## src/rtl/posit_divider_8bit_seq.sv

```systemverilog
// posit_divider_8bit_seq
//   Sequential posit8 (es=0) divider: quotient = lhs / rhs.
//   One operation in flight; restoring division, one quotient bit per cycle.
//
// Ports
//   clk        sole clock, rising edge
//   rst        synchronous, active-high reset
//   in_valid   operand pair offered          in_ready   high only in IDLE
//   lhs, rhs   dividend / divisor (posit8)
//   out_valid  quotient available            out_ready  consumer accepts quotient
//   quotient   lhs/rhs (posit8), held until the output handshake
//
// Configuration
//   POSIT_DIV_SPECIAL_FASTPATH_EN  defined: NaR/zero cases jump from DECODE to
//   DONE (out_valid 2 cycles after accept). Undefined: they walk through DIVIDE
//   and ROUND with the result forced, giving a constant 12-cycle latency.
//
// Timing: accept edge -> DECODE(1) -> DIVIDE(9) -> ROUND(1) -> DONE; out_valid
// is raised by the first DONE cycle, i.e. 12 edges after accept.

module posit_divider_8bit_seq (
  input  logic       clk,
  input  logic       rst,
  input  logic       in_valid,
  output logic       in_ready,
  input  logic [7:0] lhs,
  input  logic [7:0] rhs,
  output logic       out_valid,
  input  logic       out_ready,
  output logic [7:0] quotient
);

  typedef enum logic [2:0] {IDLE, DECODE, DIVIDE, ROUND, DONE} state_t;

  state_t            state_q, state_d;
  logic [7:0]        lhs_q, lhs_d, rhs_q, rhs_d;
  logic              sign_q, sign_d;
  logic signed [4:0] scale_q, scale_d;
  logic              special_q, special_d;
  logic [5:0]        mant_b_q, mant_b_d;
  logic [6:0]        rem_q, rem_d;
  logic [8:0]        quot_q, quot_d;
  logic [3:0]        cnt_q, cnt_d;
  logic [7:0]        result_q, result_d;
  logic [7:0]        quotient_q, quotient_d;
  logic              out_valid_q, out_valid_d;

  // Returns {scale[4:0], frac[4:0]}; frac is left-aligned below the hidden bit.
  function automatic logic [9:0] decode_posit(input logic [7:0] p);
    logic [6:0]        mag;
    logic [2:0]        run;
    logic              stop;
    logic signed [4:0] sc;
    logic [4:0]        fr;
    mag  = p[7] ? (~p[6:0] + 7'd1) : p[6:0];
    run  = 3'd0;
    stop = 1'b0;
    for (int i = 6; i >= 0; i--) begin
      if (!stop) begin
        if (mag[i] == mag[6]) run = run + 3'd1;
        else                  stop = 1'b1;
      end
    end
    sc = mag[6] ? ($signed({2'b00, run}) - 5'sd1) : -$signed({2'b00, run});
    // Drop regime and terminator, keep the next five bits.
    fr = 5'((mag << ({1'b0, run} + 4'd1)) >> 2);
    return {sc, fr};
  endfunction

  logic [9:0] dec_l, dec_r;
  logic       lhs_nar, rhs_nar, lhs_zero, rhs_zero, is_special;
  logic [7:0] special_val;

  assign dec_l    = decode_posit(lhs_q);
  assign dec_r    = decode_posit(rhs_q);
  assign lhs_nar  = (lhs_q == 8'h80);
  assign rhs_nar  = (rhs_q == 8'h80);
  assign lhs_zero = (lhs_q == 8'h00);
  assign rhs_zero = (rhs_q == 8'h00);
  assign is_special  = lhs_nar | rhs_nar | rhs_zero | lhs_zero;
  assign special_val = (lhs_nar | rhs_nar | rhs_zero) ? 8'h80 : 8'h00;

  // Restoring division step.
  logic       div_ge;
  logic [6:0] div_sub;
  assign div_ge  = (rem_q >= {1'b0, mant_b_q});
  assign div_sub = div_ge ? (rem_q - {1'b0, mant_b_q}) : rem_q;

  // Normalise, pack regime+fraction, round to nearest even, saturate, sign.
  logic [7:0]        norm_frac;
  logic signed [4:0] norm_scale, neg_scale_m1;
  logic [16:0]       pack_word;
  logic              round_up;
  logic [7:0]        round_sum;
  logic [6:0]        round_mag;
  logic [7:0]        round_result;

  always_comb begin
    norm_frac    = quot_q[8] ? quot_q[7:0] : {quot_q[6:0], 1'b0};
    norm_scale   = quot_q[8] ? scale_q : (scale_q - 5'sd1);
    neg_scale_m1 = -norm_scale - 5'sd1;
    // Regime grows by arithmetic fill (ones) for k>=0 or zero fill for k<0.
    if (!norm_scale[4])
      pack_word = $signed({2'b10, norm_frac, 7'b0}) >>> norm_scale[2:0];
    else
      pack_word = {2'b01, norm_frac, 7'b0} >> neg_scale_m1[2:0];
    round_up  = pack_word[9] & ((|pack_word[8:0]) | (rem_q != 7'd0) | pack_word[10]);
    round_sum = {1'b0, pack_word[16:10]} + {7'd0, round_up};
    if (norm_scale > 5'sd6)             round_mag = 7'h7F;
    else if (norm_scale < -5'sd6)       round_mag = 7'h01;
    else if (round_sum[7])              round_mag = 7'h7F;
    else if (round_sum[6:0] == 7'd0)    round_mag = 7'h01;
    else                                round_mag = round_sum[6:0];
    round_result = sign_q ? (8'd0 - {1'b0, round_mag}) : {1'b0, round_mag};
  end

  always_comb begin
    state_d     = state_q;
    lhs_d       = lhs_q;
    rhs_d       = rhs_q;
    sign_d      = sign_q;
    scale_d     = scale_q;
    special_d   = special_q;
    mant_b_d    = mant_b_q;
    rem_d       = rem_q;
    quot_d      = quot_q;
    cnt_d       = cnt_q;
    result_d    = result_q;
    quotient_d  = quotient_q;
    out_valid_d = out_valid_q;
    case (state_q)
      IDLE: begin
        if (in_valid) begin
          lhs_d   = lhs;
          rhs_d   = rhs;
          state_d = DECODE;
        end
      end
      DECODE: begin
        sign_d    = lhs_q[7] ^ rhs_q[7];
        scale_d   = $signed(dec_l[9:5]) - $signed(dec_r[9:5]);
        rem_d     = {2'b01, dec_l[4:0]};
        mant_b_d  = {1'b1, dec_r[4:0]};
        quot_d    = 9'd0;
        cnt_d     = 4'd0;
        special_d = is_special;
        result_d  = special_val;
`ifdef POSIT_DIV_SPECIAL_FASTPATH_EN
        state_d   = is_special ? DONE : DIVIDE;
`else
        state_d   = DIVIDE;
`endif
      end
      DIVIDE: begin
        quot_d = {quot_q[7:0], div_ge};
        rem_d  = {div_sub[5:0], 1'b0};
        cnt_d  = cnt_q + 4'd1;
        if (cnt_q == 4'd8) state_d = ROUND;
      end
      ROUND: begin
        if (!special_q) result_d = round_result;
        state_d = DONE;
      end
      DONE: begin
        if (!out_valid_q) begin
          out_valid_d = 1'b1;
          quotient_d  = result_q;
        end else if (out_ready) begin
          out_valid_d = 1'b0;
          state_d     = IDLE;
        end
      end
      default: state_d = IDLE;
    endcase
  end

  always_ff @(posedge clk) begin
    if (rst) begin
      state_q     <= IDLE;
      lhs_q       <= 8'd0;
      rhs_q       <= 8'd0;
      sign_q      <= 1'b0;
      scale_q     <= 5'sd0;
      special_q   <= 1'b0;
      mant_b_q    <= 6'd0;
      rem_q       <= 7'd0;
      quot_q      <= 9'd0;
      cnt_q       <= 4'd0;
      result_q    <= 8'd0;
      quotient_q  <= 8'd0;
      out_valid_q <= 1'b0;
    end else begin
      state_q     <= state_d;
      lhs_q       <= lhs_d;
      rhs_q       <= rhs_d;
      sign_q      <= sign_d;
      scale_q     <= scale_d;
      special_q   <= special_d;
      mant_b_q    <= mant_b_d;
      rem_q       <= rem_d;
      quot_q      <= quot_d;
      cnt_q       <= cnt_d;
      result_q    <= result_d;
      quotient_q  <= quotient_d;
      out_valid_q <= out_valid_d;
    end
  end

  assign in_ready  = (state_q == IDLE);
  assign out_valid = out_valid_q;
  assign quotient  = quotient_q;

endmodule

```

## config.mk

```make
export PLATFORM = sky130hd
export DESIGN_NAME = posit_divider_8bit_seq
export DESIGN_NICKNAME = d
export VERILOG_FILES = /design/src/rtl/posit_divider_8bit_seq.sv
export SDC_FILE = /design/constraint.sdc
export NUM_CORES = 1
export LEC_CHECK = 0
export BUFFER_PORTS_ARGS = -buffer_cell sky130_fd_sc_hd__buf_2
export CAP_MARGIN = 20
export CORE_ASPECT_RATIO = 1.1
export CORE_MARGIN = 2
export CORE_UTILIZATION = 40
export CTS_CLUSTER_DIAMETER = 60
export CTS_CLUSTER_SIZE = 12
export DETAILED_ROUTE_END_ITERATION = 10
export PLACE_DENSITY_LB_ADDON = 0.3
export SETUP_SLACK_MARGIN = 0.5
export SLEW_MARGIN = 20
export SYNTH_ARGS = -nofsm -noshare
export SYNTH_HDL_FRONTEND = slang
export SYNTH_SLANG_ARGS = --single-unit
```

## constraint.sdc

```tcl
create_clock -name clk -period 6.3 [get_ports clk]
set_clock_uncertainty 0.05 [all_clocks]
set_input_delay 1.26 -clock clk [delete_from_list [all_inputs] [get_ports clk]]
set_output_delay 1.26 -clock clk [all_outputs]
set_load 0.05 [all_outputs]
```

==> results.md <==
- Outcome: finished, final reports clean
- Num CTS Buffers: 9
- Arrival time worst endpoint: 5.13 ns
- H-tree depth: 3
- Register-to-register setup slack: 1.38 ns
- Top layer in use: met4
- CP max FO: 10
- Setup TNS: 0 ns
- Filler cells: 1454
- Area of the core: 13800 µm²
- Area contributors post-synth: dfxtp_1 24%, nand2_1 6.6%, a21oi_1 6.5%
- Number of post-CTS setup repair buffers: 0
- RR Startpoint: lhs_q[0]
- Clock sinks: 69
- Drt wl/cell: 14.4 µm
- Final hold vios: 0
- Slew Viols, Final: 0
- Number of global-route vias before repair: 4816
- Combinational group share of total power: 0.685
- EDFF count, synth: 0
- Routed wl met2: 6580 µm
- Post-CTS sizing: 0
- Cells on worst reg2reg path: 21
- Sequential share of power: 0.160
- Setup Viol. Count Final: 0
- Final period util: 0.780
- Initial core utilization: 0.410
- Syn_nets: 801
- Die height: 129 µm
- Starting DRT DRC Count: 365
- Boundary Pins: 30
- DRC viols: 0
- Kind of end point of the critical path: flop
- Area leader, netlist: dfxtp_1
- Post-Syn Instances: 757
- Max Freq: 203 MHz
- Cell Area, Synth: 5660 µm²
- CTS tree: done
- Cts hold-fix bufs: 0
- Via count: 5269
- Met3 WL: 386 µm
- Critical Path RT: 6.52 ns
- Crit start category: flop
- Initial DRT Pass Iterations: 5
- Worst VDD drop: 0.273 mV
- Synth async-reset ratio: 0
- Reg2Reg Capture Point: scale_q[4]
- Predominant post-synthesis flop cell: dfxtp_1
- Total Routing Usage GR: 0.183
- RSZ-0062 raised after global routing: false
- M1 WL: 6400 µm
- IO buf count: 29
- First-pass GRT wire length: 23300 µm
- Hold path startpoint: mant_b_q[3]
- Rows: 45
- Commonest non-fill, non-tap cells in the layout: 99 x nand2_1, 73 x a21oi_1, 72 x nor2_1
- Gr ovfl total: 0
- Seq cells post-synth: 69
- Clock Power Share: 0.155
- Gp weighted congestion: 0.906
- DP HPWL: 10000 µm
- Layout net count: 797
- Die width: 117 µm
- Largest net degree at the start of global routing: 41
- Pwr Density: 613 nW/µm²
- Initial antenna violation count: 0
- N_diodes: 0
- Least-Margin Pin Slew: 0.837 ns
- Net Sw Frac: 0.488
- Internal power: 1950 µW
- Pleak: 0.00235 µW
- Avg Vias per Cell: 5.57
- CTS max path bufs: 2
- Total Wirelength: 13600 µm
- Type of the worst setup path: reg2reg
- Mean Syn Cell Area: 7.47 µm²
- Clock Latency Late Sink: 0.34 ns
- Clk root buf: clkbuf_16
- Worst Hold Depth: 2
- Net Switching: 1860 µW
- Final ANT Viol Nets: 0
- Most common cell after layout, fill and taps aside: nand2_1
- Post-route minimum period: 4.92 ns
- Max_slew headroom: 0.438
- Final instance area: 6200 µm²
- Hold Path Class: reg2reg
- Synth cell types: 79
- Max-cap violation count: 0
- Total cell area at the placement stage: 5850 µm²
- Worst Hold Endpoint: mant_b_q[3]
- Syn. warnings: 0
- Clock transition at path regs: 0.06 ns
- Share of the synthesized area in the top cell type: 0.244
- Die ar.: 15100 µm²
- Area Overhead vs Synth: 9.62%
- Ratio of cells with drive above 1 in the final layout: 0.102
- Post-synthesis sequential area ratio: 0.244
-- flip-flops by register name (all words and copies together), names as in the netlist, 4 cells and up --
| signal | count |
|---|---|
| quotient | 8 |
| quot_q | 9 |
| result_q | 8 |
| rem_q | 7 |
| lhs_q | 8 |
| rhs_q | 8 |
| scale_q | 5 |
| mant_b_q | 6 |
| cnt_q | 4 |
-- worst max-delay path: stages (launching register included) --
cell and delay, ns:
dfxtp_1 0.39, inv_1 0.11, ha_1 0.17, or3b_2 0.48, o31ai_1 0.25, xnor2_1 0.29
buf_4 0.27, inv_1 0.13, o211a_1 0.17, a31oi_2 0.42, inv_1 0.09, ha_1 0.44
xnor2_1 0.28, inv_1 0.10, fa_1 0.47, inv_1 0.07, a21o_1 0.10, a21oi_1 0.07
xnor2_1 0.17, xnor2_1 0.13, nand2_1 0.06, a21oi_1 0.13
-- final cells by class --
cell class,count,area (µm²),share of cell area
Multi-Input combinational cell,597,3890,0.628
Clock buffer,9,225,0.0363
Clock inverter,7,124,0.0200
Tap cell,188,235,0.0379
Sequential cell,69,1380,0.223
Inverter,41,154,0.0248
Timing Repair Buffer,35,190,0.0307
-- worst max-delay path by stage --
stage,startpoint,slack [ns],end,cells past startpoint
after floorplan,lhs_q[0],1.84,scale_q[4],22
after global placement,lhs_q[0],1.54,scale_q[4],21
after detailed placement,lhs_q[0],1.44,scale_q[4],21
after CTS,lhs_q[0],1.39,scale_q[4],21
after global routing,lhs_q[0],0.98,scale_q[4],21
final,lhs_q[0],1.38,scale_q[4],21
-- cells by family (layout without fill, tap and decap cells) --
family                   Yosys count  after routing  share of synthesized area
AO/OA/AOI/OAI                    233            233                      0.276
XOR/XNOR                          48             48                     0.0816
adder cells (fa/ha/maj)           24             24                     0.0557
buffers and inverters             91             92                     0.0679
flip-flops                        69             69                      0.244
multiplexers                      29             29                     0.0531
AND/OR/NAND/NOR                  263            263                      0.221
-- layer usage --
layer | vias to the layer above | track usage
met4 | 0 | 0.0574
li1 | 2708 | -
met5 | - | 0
met3 | 26 | 0.0270
met1 | 2419 | 0.237
met2 | 116 | 0.315
-- per-stage QoR --
step           utilization  instances  setup WS [ns]  power (µW)  hold slack (ns)
3_5_place_dp         0.424        930           1.44        3190            0.394
4_1_cts              0.450        946           1.39        3800            0.402
5_1_grt              0.450        946          0.984        4150            0.415
2_1_floorplan            -        757           1.84        2730            0.375
3_3_place_gp         0.424        930           1.54        3180            0.389
6_report             0.450        946           1.38        3800            0.398
-- cell usage after synthesis (11+ instances only) --
cell type and number:
mux2i_1 21, xnor2_1 35, ha_1 22, a22oi_1 14
a21oi_1 73, o21ai_0 35, nor3_1 18, dfxtp_1 69
inv_1 41, clkbuf_1 33, o31ai_1 11, nor2_1 72
a211oi_1 15, nand2_1 99
-- power groups by stage --
stage	sequential, µW	clock (µW)	combinational [µW]
3_5_place_dp	616	0	2570
2_1_floorplan	568	0	2160
6_report	607	590	2610
3_3_place_gp	613	0	2570
5_1_grt	619	620	2910
4_1_cts	606	599	2590
Power figures use the tool's default switching activity.
